<file path="config.mk">
export PLATFORM = sky130hd
export DESIGN_NAME = jtdsp16_pc_seq
export DESIGN_NICKNAME = d
export VERILOG_FILES = /design/src/rtl/jtdsp16_seq_pkg.sv /design/src/rtl/jtdsp16_lifo.sv /design/src/rtl/jtdsp16_pc_seq.sv
export SDC_FILE = /design/constraint.sdc
export NUM_CORES = 1
export LEC_CHECK = 0
export ABC_AREA = 1
export CAP_MARGIN = 0
export CORE_UTILIZATION = 52
export CTS_BUF_LIST = sky130_fd_sc_hd__clkbuf_4 sky130_fd_sc_hd__clkbuf_8 sky130_fd_sc_hd__clkbuf_16
export CTS_CLUSTER_SIZE = 16
export DETAILED_ROUTE_END_ITERATION = 8
export DONT_BUFFER_PORTS = 1
export HOLD_SLACK_MARGIN = 0.15
export PLACE_DENSITY = 0.78
export SYNTH_ARGS = -nofsm -noshare
export SYNTH_HDL_FRONTEND = slang
export SYNTH_SLANG_ARGS = --single-unit
</file>
<file path="constraint.sdc">
create_clock -name clk -period 6.52 [get_ports clk]
set_input_delay 0.652 -clock clk [delete_from_list [all_inputs] [get_ports clk]]
set_output_delay 0.652 -clock clk [all_outputs]
set_load 0.02 [all_outputs]
</file>
<file path="src/rtl/jtdsp16_seq_pkg.sv">
// Shared types and constants for the jtdsp16 program sequencer.
package jtdsp16_seq_pkg;

  // Widest address and loop count a loop entry can carry.
  // The sequencer's AW and CW parameters must not exceed these.
  localparam int SEQ_AW_MAX = 32;
  localparam int SEQ_CW_MAX = 32;

  // Interrupt line k vectors to VEC_BASE + k.
  localparam int VEC_BASE = 1;
  localparam int RESET_PC = 0;

  // One hardware do-loop: first body address, last body address
  // ('end' is a reserved word, so the field is called 'last'), and
  // the remaining iterations including the current one.
  typedef struct packed {
    logic [SEQ_AW_MAX-1:0] head;
    logic [SEQ_AW_MAX-1:0] last;
    logic [SEQ_CW_MAX-1:0] left;
  } loop_ent_t;

endpackage

</file>
<file path="src/rtl/jtdsp16_lifo.sv">
// Generic shift-register LIFO. Entry 0 is the top of the stack.
// A push onto a full stack shifts the oldest entry out of the bottom.
// A pop from an empty stack does nothing. 'load' rewrites the top entry
// in place. If several requests arrive together, push wins over pop,
// and pop wins over load.
module jtdsp16_lifo #(
  parameter int DEPTH = 4,
  parameter int W     = 16
) (
  input  logic                         clk,
  input  logic                         rst_n,
  input  logic                         cen,
  input  logic                         push,
  input  logic                         pop,
  input  logic                         load,
  input  logic [W-1:0]                 din,
  output logic [W-1:0]                 top,
  output logic [$clog2(DEPTH+1)-1:0]   count,
  output logic                         full,
  output logic                         empty
);

  localparam int CNTW = $clog2(DEPTH+1);

  logic [W-1:0] mem [DEPTH];

  assign top   = mem[0];
  assign full  = (count == CNTW'(DEPTH));
  assign empty = (count == '0);

  // Stack contents and occupancy; everything advances only on cen.
  always_ff @(posedge clk or negedge rst_n) begin
    if (!rst_n) begin
      for (int i = 0; i < DEPTH; i++) mem[i] <= '0;
      count <= '0;
    end else if (cen) begin
      if (push) begin
        for (int i = DEPTH-1; i > 0; i--) mem[i] <= mem[i-1];
        mem[0] <= din;
        if (!full) count <= count + 1'b1;
      end else if (pop) begin
        if (!empty) begin
          for (int i = 0; i < DEPTH-1; i++) mem[i] <= mem[i+1];
          mem[DEPTH-1] <= '0;
          count <= count - 1'b1;
        end
      end else if (load && !empty) begin
        mem[0] <= din;
      end
    end
  end

endmodule

</file>
<file path="src/rtl/jtdsp16_pc_seq.sv">
// jtdsp16 program sequencer. It owns PC, the return stack, the
// do-loop stack and the interrupt return register (pi).
// The next PC is chosen in this priority order:
//   interrupt entry > loop end > goto/call > ret > iret > halt > sequential/do.
module jtdsp16_pc_seq #(
  parameter int AW     = 16,
  parameter int RDEPTH = 4,
  parameter int LDEPTH = 3,
  parameter int LW     = 4,
  parameter int CW     = 7,
  parameter int NIRQ   = 4
) (
  input  logic                          clk,
  input  logic                          rst_n,
  input  logic                          cen,
  input  logic                          halt,
  input  logic                          goto,
  input  logic                          call,
  input  logic                          ret,
  input  logic                          iret,
  input  logic [AW-1:0]                 target,
  input  logic                          do_start,
  input  logic [LW-1:0]                 do_len,
  input  logic [CW-1:0]                 do_cnt,
  input  logic [NIRQ-1:0]               irq,
  input  logic                          no_int,
  output logic [AW-1:0]                 pc,
  output logic [NIRQ-1:0]               iack,
  output logic                          in_irq,
  output logic [$clog2(LDEPTH+1)-1:0]   loop_depth,
  output logic [$clog2(RDEPTH+1)-1:0]   ret_depth,
  output logic [1:0]                    err
);

  import jtdsp16_seq_pkg::*;

  // Each loop-stack word is packed as {head, last, left}.
  localparam int LEW = 2*AW + CW;

  logic [AW-1:0]   pi;
  logic [AW-1:0]   pc_inc, pc_nxt, pi_nxt, len_eff, irq_vec;
  logic [NIRQ-1:0] iack_nxt;
  logic            in_irq_nxt;
  logic [1:0]      err_nxt;

  logic            rs_push, rs_pop, rs_full, rs_empty;
  logic [AW-1:0]   rs_top;

  logic            ls_push, ls_pop, ls_load, ls_full, ls_empty;
  logic [LEW-1:0]  ls_din, ls_top;

  loop_ent_t       cur_ent, new_ent;
  logic            branch, irq_take, loop_end;

  jtdsp16_lifo #(.DEPTH(RDEPTH), .W(AW)) u_ret_stack (
    .clk   (clk),
    .rst_n (rst_n),
    .cen   (cen),
    .push  (rs_push),
    .pop   (rs_pop),
    .load  (1'b0),
    .din   (pc_inc),
    .top   (rs_top),
    .count (ret_depth),
    .full  (rs_full),
    .empty (rs_empty)
  );

  jtdsp16_lifo #(.DEPTH(LDEPTH), .W(LEW)) u_loop_stack (
    .clk   (clk),
    .rst_n (rst_n),
    .cen   (cen),
    .push  (ls_push),
    .pop   (ls_pop),
    .load  (ls_load),
    .din   (ls_din),
    .top   (ls_top),
    .count (loop_depth),
    .full  (ls_full),
    .empty (ls_empty)
  );

  assign pc_inc  = pc + 1'b1;
  assign len_eff = (do_len == '0) ? AW'(1) : AW'(do_len);
  assign ls_din  = {AW'(new_ent.head), AW'(new_ent.last), CW'(new_ent.left)};

  // Unpack the top loop entry into the shared struct view.
  always_comb begin
    cur_ent      = '0;
    cur_ent.head = SEQ_AW_MAX'(ls_top[LEW-1 -: AW]);
    cur_ent.last = SEQ_AW_MAX'(ls_top[CW +: AW]);
    cur_ent.left = SEQ_CW_MAX'(ls_top[CW-1:0]);
  end

  // Vector address of the lowest-numbered (highest-priority) active request.
  always_comb begin
    irq_vec = AW'(VEC_BASE);
    for (int i = NIRQ-1; i >= 0; i--) begin
      if (irq[i]) irq_vec = AW'(VEC_BASE + i);
    end
  end

  // A do instruction also redirects flow, so it defers interrupt entry.
  // Interrupts are never taken with a loop active.
  assign branch   = goto | call | ret | iret | do_start;
  assign irq_take = (|irq) && !in_irq && !halt && !no_int && ls_empty && !branch;
  assign loop_end = !ls_empty && !halt && (cur_ent.last == SEQ_AW_MAX'(pc));

  // Next-state selection for PC, pi, interrupt status, errors and both stacks.
  always_comb begin
    pc_nxt     = pc;
    pi_nxt     = pi;
    in_irq_nxt = in_irq;
    iack_nxt   = '0;
    err_nxt    = err;
    rs_push    = 1'b0;
    rs_pop     = 1'b0;
    ls_push    = 1'b0;
    ls_pop     = 1'b0;
    ls_load    = 1'b0;
    new_ent    = '0;
    if (irq_take) begin
      pc_nxt     = irq_vec;
      pi_nxt     = pc_inc;
      in_irq_nxt = 1'b1;
      iack_nxt   = irq & (~irq + 1'b1);
    end else if (loop_end) begin
      if (cur_ent.left > SEQ_CW_MAX'(1)) begin
        pc_nxt       = AW'(cur_ent.head);
        new_ent      = cur_ent;
        new_ent.left = cur_ent.left - SEQ_CW_MAX'(1);
        ls_load      = 1'b1;
      end else begin
        ls_pop = 1'b1;
        pc_nxt = pc_inc;
      end
    end else if (goto) begin
      pc_nxt = target;
    end else if (call) begin
      rs_push = 1'b1;
      pc_nxt  = target;
      if (rs_full) err_nxt[0] = 1'b1;
    end else if (ret) begin
      if (rs_empty) begin
        pc_nxt     = AW'(RESET_PC);
        err_nxt[0] = 1'b1;
      end else begin
        rs_pop = 1'b1;
        pc_nxt = rs_top;
      end
    end else if (iret) begin
      pc_nxt     = pi;
      in_irq_nxt = 1'b0;
    end else if (halt) begin
      pc_nxt = pc;
    end else if (do_start) begin
      if (do_cnt == '0) begin
        pc_nxt = pc + len_eff + AW'(1);
      end else if (ls_full) begin
        // The do is dropped; the body runs once as straight-line code.
        err_nxt[1] = 1'b1;
        pc_nxt     = pc_inc;
      end else begin
        ls_push      = 1'b1;
        new_ent.head = SEQ_AW_MAX'(pc_inc);
        new_ent.last = SEQ_AW_MAX'(pc + len_eff);
        new_ent.left = SEQ_CW_MAX'(do_cnt);
        pc_nxt       = pc_inc;
      end
    end else begin
      pc_nxt = pc_inc;
    end
  end

  // Architectural registers; iack is a registered one-cycle pulse that
  // holds along with everything else while cen is low.
  always_ff @(posedge clk or negedge rst_n) begin
    if (!rst_n) begin
      pc     <= AW'(RESET_PC);
      pi     <= '0;
      in_irq <= 1'b0;
      iack   <= '0;
      err    <= '0;
    end else if (cen) begin
      pc     <= pc_nxt;
      pi     <= pi_nxt;
      in_irq <= in_irq_nxt;
      iack   <= iack_nxt;
      err    <= err_nxt;
    end
  end

endmodule

</file>
# Word-level counts from Yosys, hierarchy flattened
# Index checks and enable logic that the tools add are counted.
[word_totals]
regBits = 225
latchBits = 0
mem_bits_rw = 0
romBits = 0
wordCells = 169
memories = 0
[classes]
add_sub_neg = 10
n_mul = 0
div_mod_pow = 0
order_cmp = 1
eq_ne = 14
shift = 0
muxes = 81
bitwise = 14
n_reduce_logical = 34
[op_table]
columns = ["cell", "count"]
rows = [
  ["$mux W80", 11],
  ["$mux W16", 15],
  ["$mux W117", 2],
  ["$mux W64", 2],
  ["$mux W39", 2],
  ["$mux W78", 1],
  ["$mux W48", 1],
  ["$mux W1", 36],
  ["$add A16 B1 Y16 const B", 2],
  ["$add A16 B4 Y17", 1],
  ["$add A16 B4 Y16", 1],
  ["$eq A16 B16 Y1", 1],
  ["$mux W3", 5],
  ["$reduce_and A11 Y1", 1],
  ["$ne A2 B2 Y1 const B", 5],
  ["$reduce_bool A2 Y1", 5],
  ["$reduce_and A3 Y1", 3],
  ["$logic_and A1 B1 Y1", 8],
  ["$mux W2", 4],
  ["$mux W4", 2],
  ["$ne A2 B1 Y1 const B", 4],
  ["$not A1 Y1", 8],
  ["$reduce_and A4 Y1", 2],
  ["$sub A7 B1 Y8 const B", 1],
  ["other kinds (23)", 31],
]

# Logic depth before layout (Yosys ltp)
[depth]
word_depth = 16
mapped_depth = 16
depth_no_buf = 15

# Cells and area by module
# From an unflattened synthesis, not the netlist that was laid out.
[hier_totals]
cells_unflattened = 2005
area_unflattened_um2 = 14061.0
[modules_own_cells]
columns = ["mod", "n_inst", "cells_per_inst", "area_per_inst_um2", "seq_area_each_um2"]
rows = [
  ["jtdsp16_lifo at u_loop_stack", 1, 739, 5809.3, 2977.9],
  ["jtdsp16_pc_seq", 1, 851, 4894.7, 975.9],
  ["jtdsp16_lifo at u_ret_stack", 1, 415, 3357.0, 1676.6],
]

# Worst setup path before layout
# Ideal clock, no wire load.
[synth_path]
path_kind = "input -> register"
startpoint = "in do_len[3]"
endpoint = "reg pc[8]"
arrival_time_ps = 2223
setup_slack_ps = 4174
path_stages = 14
path_buffers = 0
cell_sequence = "inv_1 -> a31oi_1 -> ha_1 -> inv_1 -> fa_1 -> nand2_1 -> nand2_1 -> nand2_1 -> nand2_1 -> nand3_1 -> nand3_1 -> and2_0 -> o21ai_0 -> nand2_1"
[synth_via]
elab_chain_cells = 13
[synth_rtl]
columns = ["element", "line_no", "source"]
rows = [
  ["start, declared", "jtdsp16_pc_seq.sv:23", "input logic [LW-1:0] do_len,"],
  ["$logic_not A4 Y1", "jtdsp16_pc_seq.sv:84", "assign len_eff = (do_len == '0) ? AW'(1) : AW'(do_len);"],
  ["$mux W4 (*)", "jtdsp16_pc_seq.sv:84", ""],
  ["$add A16 B4 Y16 (*)", "jtdsp16_pc_seq.sv:158", "pc_nxt = pc + len_eff + AW'(1);"],
  ["$add A16 B1 Y16 (*)", "jtdsp16_pc_seq.sv:158", ""],
  ["$mux W16 (*)", "jtdsp16_pc_seq.sv:157", "if (do_cnt == '0) begin"],
  ["$mux W16 (*)", "jtdsp16_pc_seq.sv:156", "end else if (do_start) begin"],
  ["$mux W16 (*)", "jtdsp16_pc_seq.sv:154", "end else if (halt) begin"],
  ["$mux W16 (*)", "jtdsp16_pc_seq.sv:151", "end else if (iret) begin"],
  ["$mux W16 (*)", "jtdsp16_pc_seq.sv:143", "end else if (ret) begin"],
  ["$mux W16 (*)", "jtdsp16_pc_seq.sv:139", "end else if (call) begin"],
  ["$mux W16 (*)", "jtdsp16_pc_seq.sv:137", "end else if (goto) begin"],
  ["$mux W16 (*)", "jtdsp16_pc_seq.sv:127", "end else if (loop_end) begin"],
  ["$mux W16 (*)", "jtdsp16_pc_seq.sv:122", "if (irq_take) begin"],
  ["end signal, assigned", "jtdsp16_pc_seq.sv:179", "pc <= AW'(RESET_PC);"],
  ["end signal, assigned", "jtdsp16_pc_seq.sv:185", "pc <= pc_nxt;"],
  ["end, declared", "jtdsp16_pc_seq.sv:27", "output logic [AW-1:0] pc,"],
]
# Mark *: on every way between the ends. The rest lies on a longest branch, timed or not. The select of a mux whose other input is x is not followed.
# A chain may end at the register's enable or synchronous reset.

# Final worst setup path
[layout_path]
startpoint = "reg pc[0]"
endpoint = "reg u_loop_stack.mem[72] (netlist bit)"
[layout_via]
elab_chain_cells = 6
elab_cells_between_ends = 10
[layout_rtl]
columns = ["element", "line_no", "source"]
rows = [
  ["$eq A16 B16 Y1 (*)", "jtdsp16_pc_seq.sv:107", "assign loop_end = !ls_empty && !halt && (cur_ent.last == SEQ_AW_MAX'(pc));"],
  ["$logic_and A1 B1 Y1 (*)", "jtdsp16_pc_seq.sv:107", ""],
  ["$mux W1", "jtdsp16_pc_seq.sv:127", ""],
  ["$mux W1", "jtdsp16_pc_seq.sv:122", ""],
  ["$ne A2 B2 Y1 (no source line) / $reduce_bool A2 Y1 (equally long branches)", "n/a", ""],
  ["$reduce_and A3 Y1 (no source line)", "n/a", ""],
  ["end, declared", "jtdsp16_lifo.sv:25", "logic [W-1:0] mem [DEPTH];"],
]
# Mark *: on every way between the ends. The rest lies on a longest branch, timed or not.

==> run_results.csv <==
group,metric,value,unit
clocking,clock_sinks,225,
floorplanning,fp.dieH,161,microns
pwr,clkPwrFrac,37.4,%
logic_synthesis,avgSynthCellArea,6.84,sq um
clocking,cts.repair.resized,0,
routing,drcViolationCount,0,
floorplanning,core_region_area,0.0246,sq mm
setup_path,cp-start-kind,"register",
clocking,clkTransAtPathRegs,0.07,ns
global_routing,grt-ovfl-total,0,
logic_synthesis,syn_nets,1979,
finish,layout_commonest_cell,"nand2_1",
clocking,max-clock-path-buffers,3,
clocking,root_buffer,"clkbuf_16",
finish,nets,1921,
placement,place_ws,2.75,ns
placement,dpl.hpwl,27600,microns
sta,fin_skew,0.0287,ns
setup_path,cp_max_fo,59,
logic_synthesis,syn_inst,1926,
logic_synthesis,synth_seq_area_share,42.8,%
pwr,p_sw_share,32.3,%
setup_path,worst_ep_required_time,6.92,ns
floorplanning,io_pins,69,
floorplanning,rows,57,
sta,setup_tns,0,ns
pwr,cellLeakagePower,7.26,nW
routing,totalWireLength,39400,microns
clocking,post-cts-setup-buffers,0,
clocking,cts_tree,"done",
sta,setup_ws,2.67,ns
logic_synthesis,ys_warn_count,0,
pwr,ir_drop,279,uV
pwr,power.density,302,mW/mm^2
logic_synthesis,yosysUniqueCellTypes,42,
routing,postRouteAntennaNets,0,
finish,final_cell_mix,"753 x nand2_1, 225 x dfrtp_1, 213 x o21ai_0",
logic_synthesis,async_flop_share,100,%
clocking,cts-htree-levels,1,
min_path,min_path_type,"in -> async",
global_routing,grt_pass1_wl,63700,microns
floorplanning,dieWidth,161,microns
sta,rsz0062_at_grt,"no",
finish,areaGrowthSynthToFinish,7.52,%
routing,wire_per_inst,17.8,microns
global_routing,grt_pass1_vias,11600,
finish,drive_above_1_share,4.72,%
pwr,internal_power,2.89,mW
logic_synthesis,synth_ff_type,"dfrtp_1",
global_routing,grt_max_degree,226,
sta,final.min_clock_period,3.85,ns
sta,finalHoldViolCount,0,
sta,tightest_slew,1.38,ns
setup_path,r2r_cells,12,
run_status,status,"completed",
clocking,clk_latency,0.55,ns
routing,drt_iter0_drc,1393,
placement,port_buffers,0,
setup_path,critical_path_class,"reg -> reg",
global_routing,antenna_found_initial,1,
clocking,cts_buffers,25,
clocking,ctsHoldBuffers,1,
placement,gp_congestion,1.01,
pwr,p_sw,1.38,mW
sta,post-route-period-util,59.0,%
routing,viasPerCell,5.66,
floorplanning,die_area,0.0260,sq mm
logic_synthesis,synth-edff-count,0,
finish,n_antenna_cell,0,
pwr,p_seq_share,43.8,%
pwr,power_frac_comb,18.9,%
sta,relSlewSlack,8.02,%
logic_synthesis,mappedNetlistArea,0.0132,sq mm
logic_synthesis,synth-seq-cells,225,
setup_path,arrival,4.25,ns
routing,first_pass_iters,6,
global_routing,track_usage,30.9,%
setup_path,endpoint_kind,"register",
job,maxCapViolations,0,
sta,setup_violations,0,
sta,finalMaxSlewViolations,0,
floorplanning,start_util,53.5,%
sta,max_freq,260,MHz
routing,vias,12500,
==> state kept, by name, indices dropped and copies added, names as in the netlist <==
signal and cells:
err 2, u_loop_stack.count 2, u_ret_stack.mem 48, pc 16
pi 16, u_ret_stack.top 16, in_irq 1, u_ret_stack.count 3
u_loop_stack.top 39, u_loop_stack.mem 78, iack 4
==> worst max-delay path: stages (launching register included) <==
cell     delay (ns)
dfrtp_1        0.72
inv_2          0.18
nand2_1        0.12
nand2_1        0.06
nor2_1         0.10
nand2_1        0.06
nor2_1         0.15
nand3_2        0.41
nor2_4         0.32
nand3_2        0.27
nand2_2        0.79
buf_4          0.38
o21ai_0        0.11
==> cell type report <==
cell class,count,area (sq um)
inverters,196,736
multi-input cells,1409,6360
well taps,324,405
fillers,2311,10400
repair buffers,11,103
flip-flops and latches,225,5630
clock buffers,31,696
clock inverters,14,234
==> cell usage after synthesis, types with 3 or more instances <==
library cell	n	share of area, %
xnor2_1	3	0.20
and2_1	3	0.14
nand2_1	753	21
a31oi_1	3	0.14
nor2_2	3	0.14
nand2_2	6	0.29
a21oi_1	49	1.9
buf_2	44	1.7
o21ai_1	5	0.19
buf_4	7	0.40
o22ai_1	9	0.43
inv_1	184	5.2
nand4_1	11	0.52
inv_2	11	0.31
o21ai_0	213	8.1
ha_1	9	0.86
fa_1	3	0.46
xor2_1	23	1.5
clkbuf_1	40	1.1
o211ai_1	24	1.4
nor3_1	9	0.34
dfrtp_1	225	43
nor2_1	142	4.0
nand3_1	121	4.6
buf_1	3	0.086
==> power by group through the flow <==
stage                     clock network [mW]  registers [mW]  logic [mW]
after floorplan                            0            1.81       0.597
after global placement                     0            1.88       0.735
after detailed placement                   0            1.88       0.762
after CTS                               1.61            1.86       0.797
after global routing                    1.67            1.90       0.920
final                                   1.60            1.87       0.806
==> kinds of logic (layout without fill, tap and decap cells) <==
kind of cell,count (synthesis),count (layout),share of synthesized area (%)
flip-flops,225,225,42.8
multiplexers,1,1,0.0855
XOR/XNOR,26,26,1.73
adder cells (fa/ha/maj),12,12,1.31
AO/OA/AOI/OAI,309,309,12.5
buffers and inverters,292,252,9.05
AND/OR/NAND/NOR,1061,1061,32.6
==> through the flow <==
stage | instance area, sq um | total power [mW] | utilization, % | hold slack (ns) | std cells
finish | 14200 | 4.27 | 57.5 | 0.0354 | 2210
global placement | 13200 | 2.61 | 53.7 | 0.366 | 2164
floorplan | 13200 | 2.41 | - | 0.356 | 1926
detailed placement | 13200 | 2.65 | 53.7 | 0.367 | 2164
global route | 14200 | 4.48 | 57.5 | 0.207 | 2210
CTS | 14200 | 4.27 | 57.5 | 0.187 | 2210
==> final timing paths <==
check / start / slack (ns) / end
setup reg to reg: pc[0] / 2.67 / u_loop_stack.mem[72]
setup / recovery: pc[0] / 2.67 / u_loop_stack.mem[72]
hold / removal: rst_n / 0.04 / u_loop_stack.mem[9]
min in group clk: cen / 0.20 / iack[3]
max in group asynchronous: rst_n / 5.31 / pi[0]
hold reg to reg: u_loop_stack.mem[37] / 0.48 / u_loop_stack.mem[37]
==> metal layers <==
layer	up-vias	GRT usage [%]	share of wire (%)
met5	-	0	0.023
met1	5847	44.1	42
met3	103	4.37	8.3
met4	2	12.7	4.3
li1	5948	-	-
met2	606	47.3	45
No activity file was read; power rests on OpenSTA's default activity.
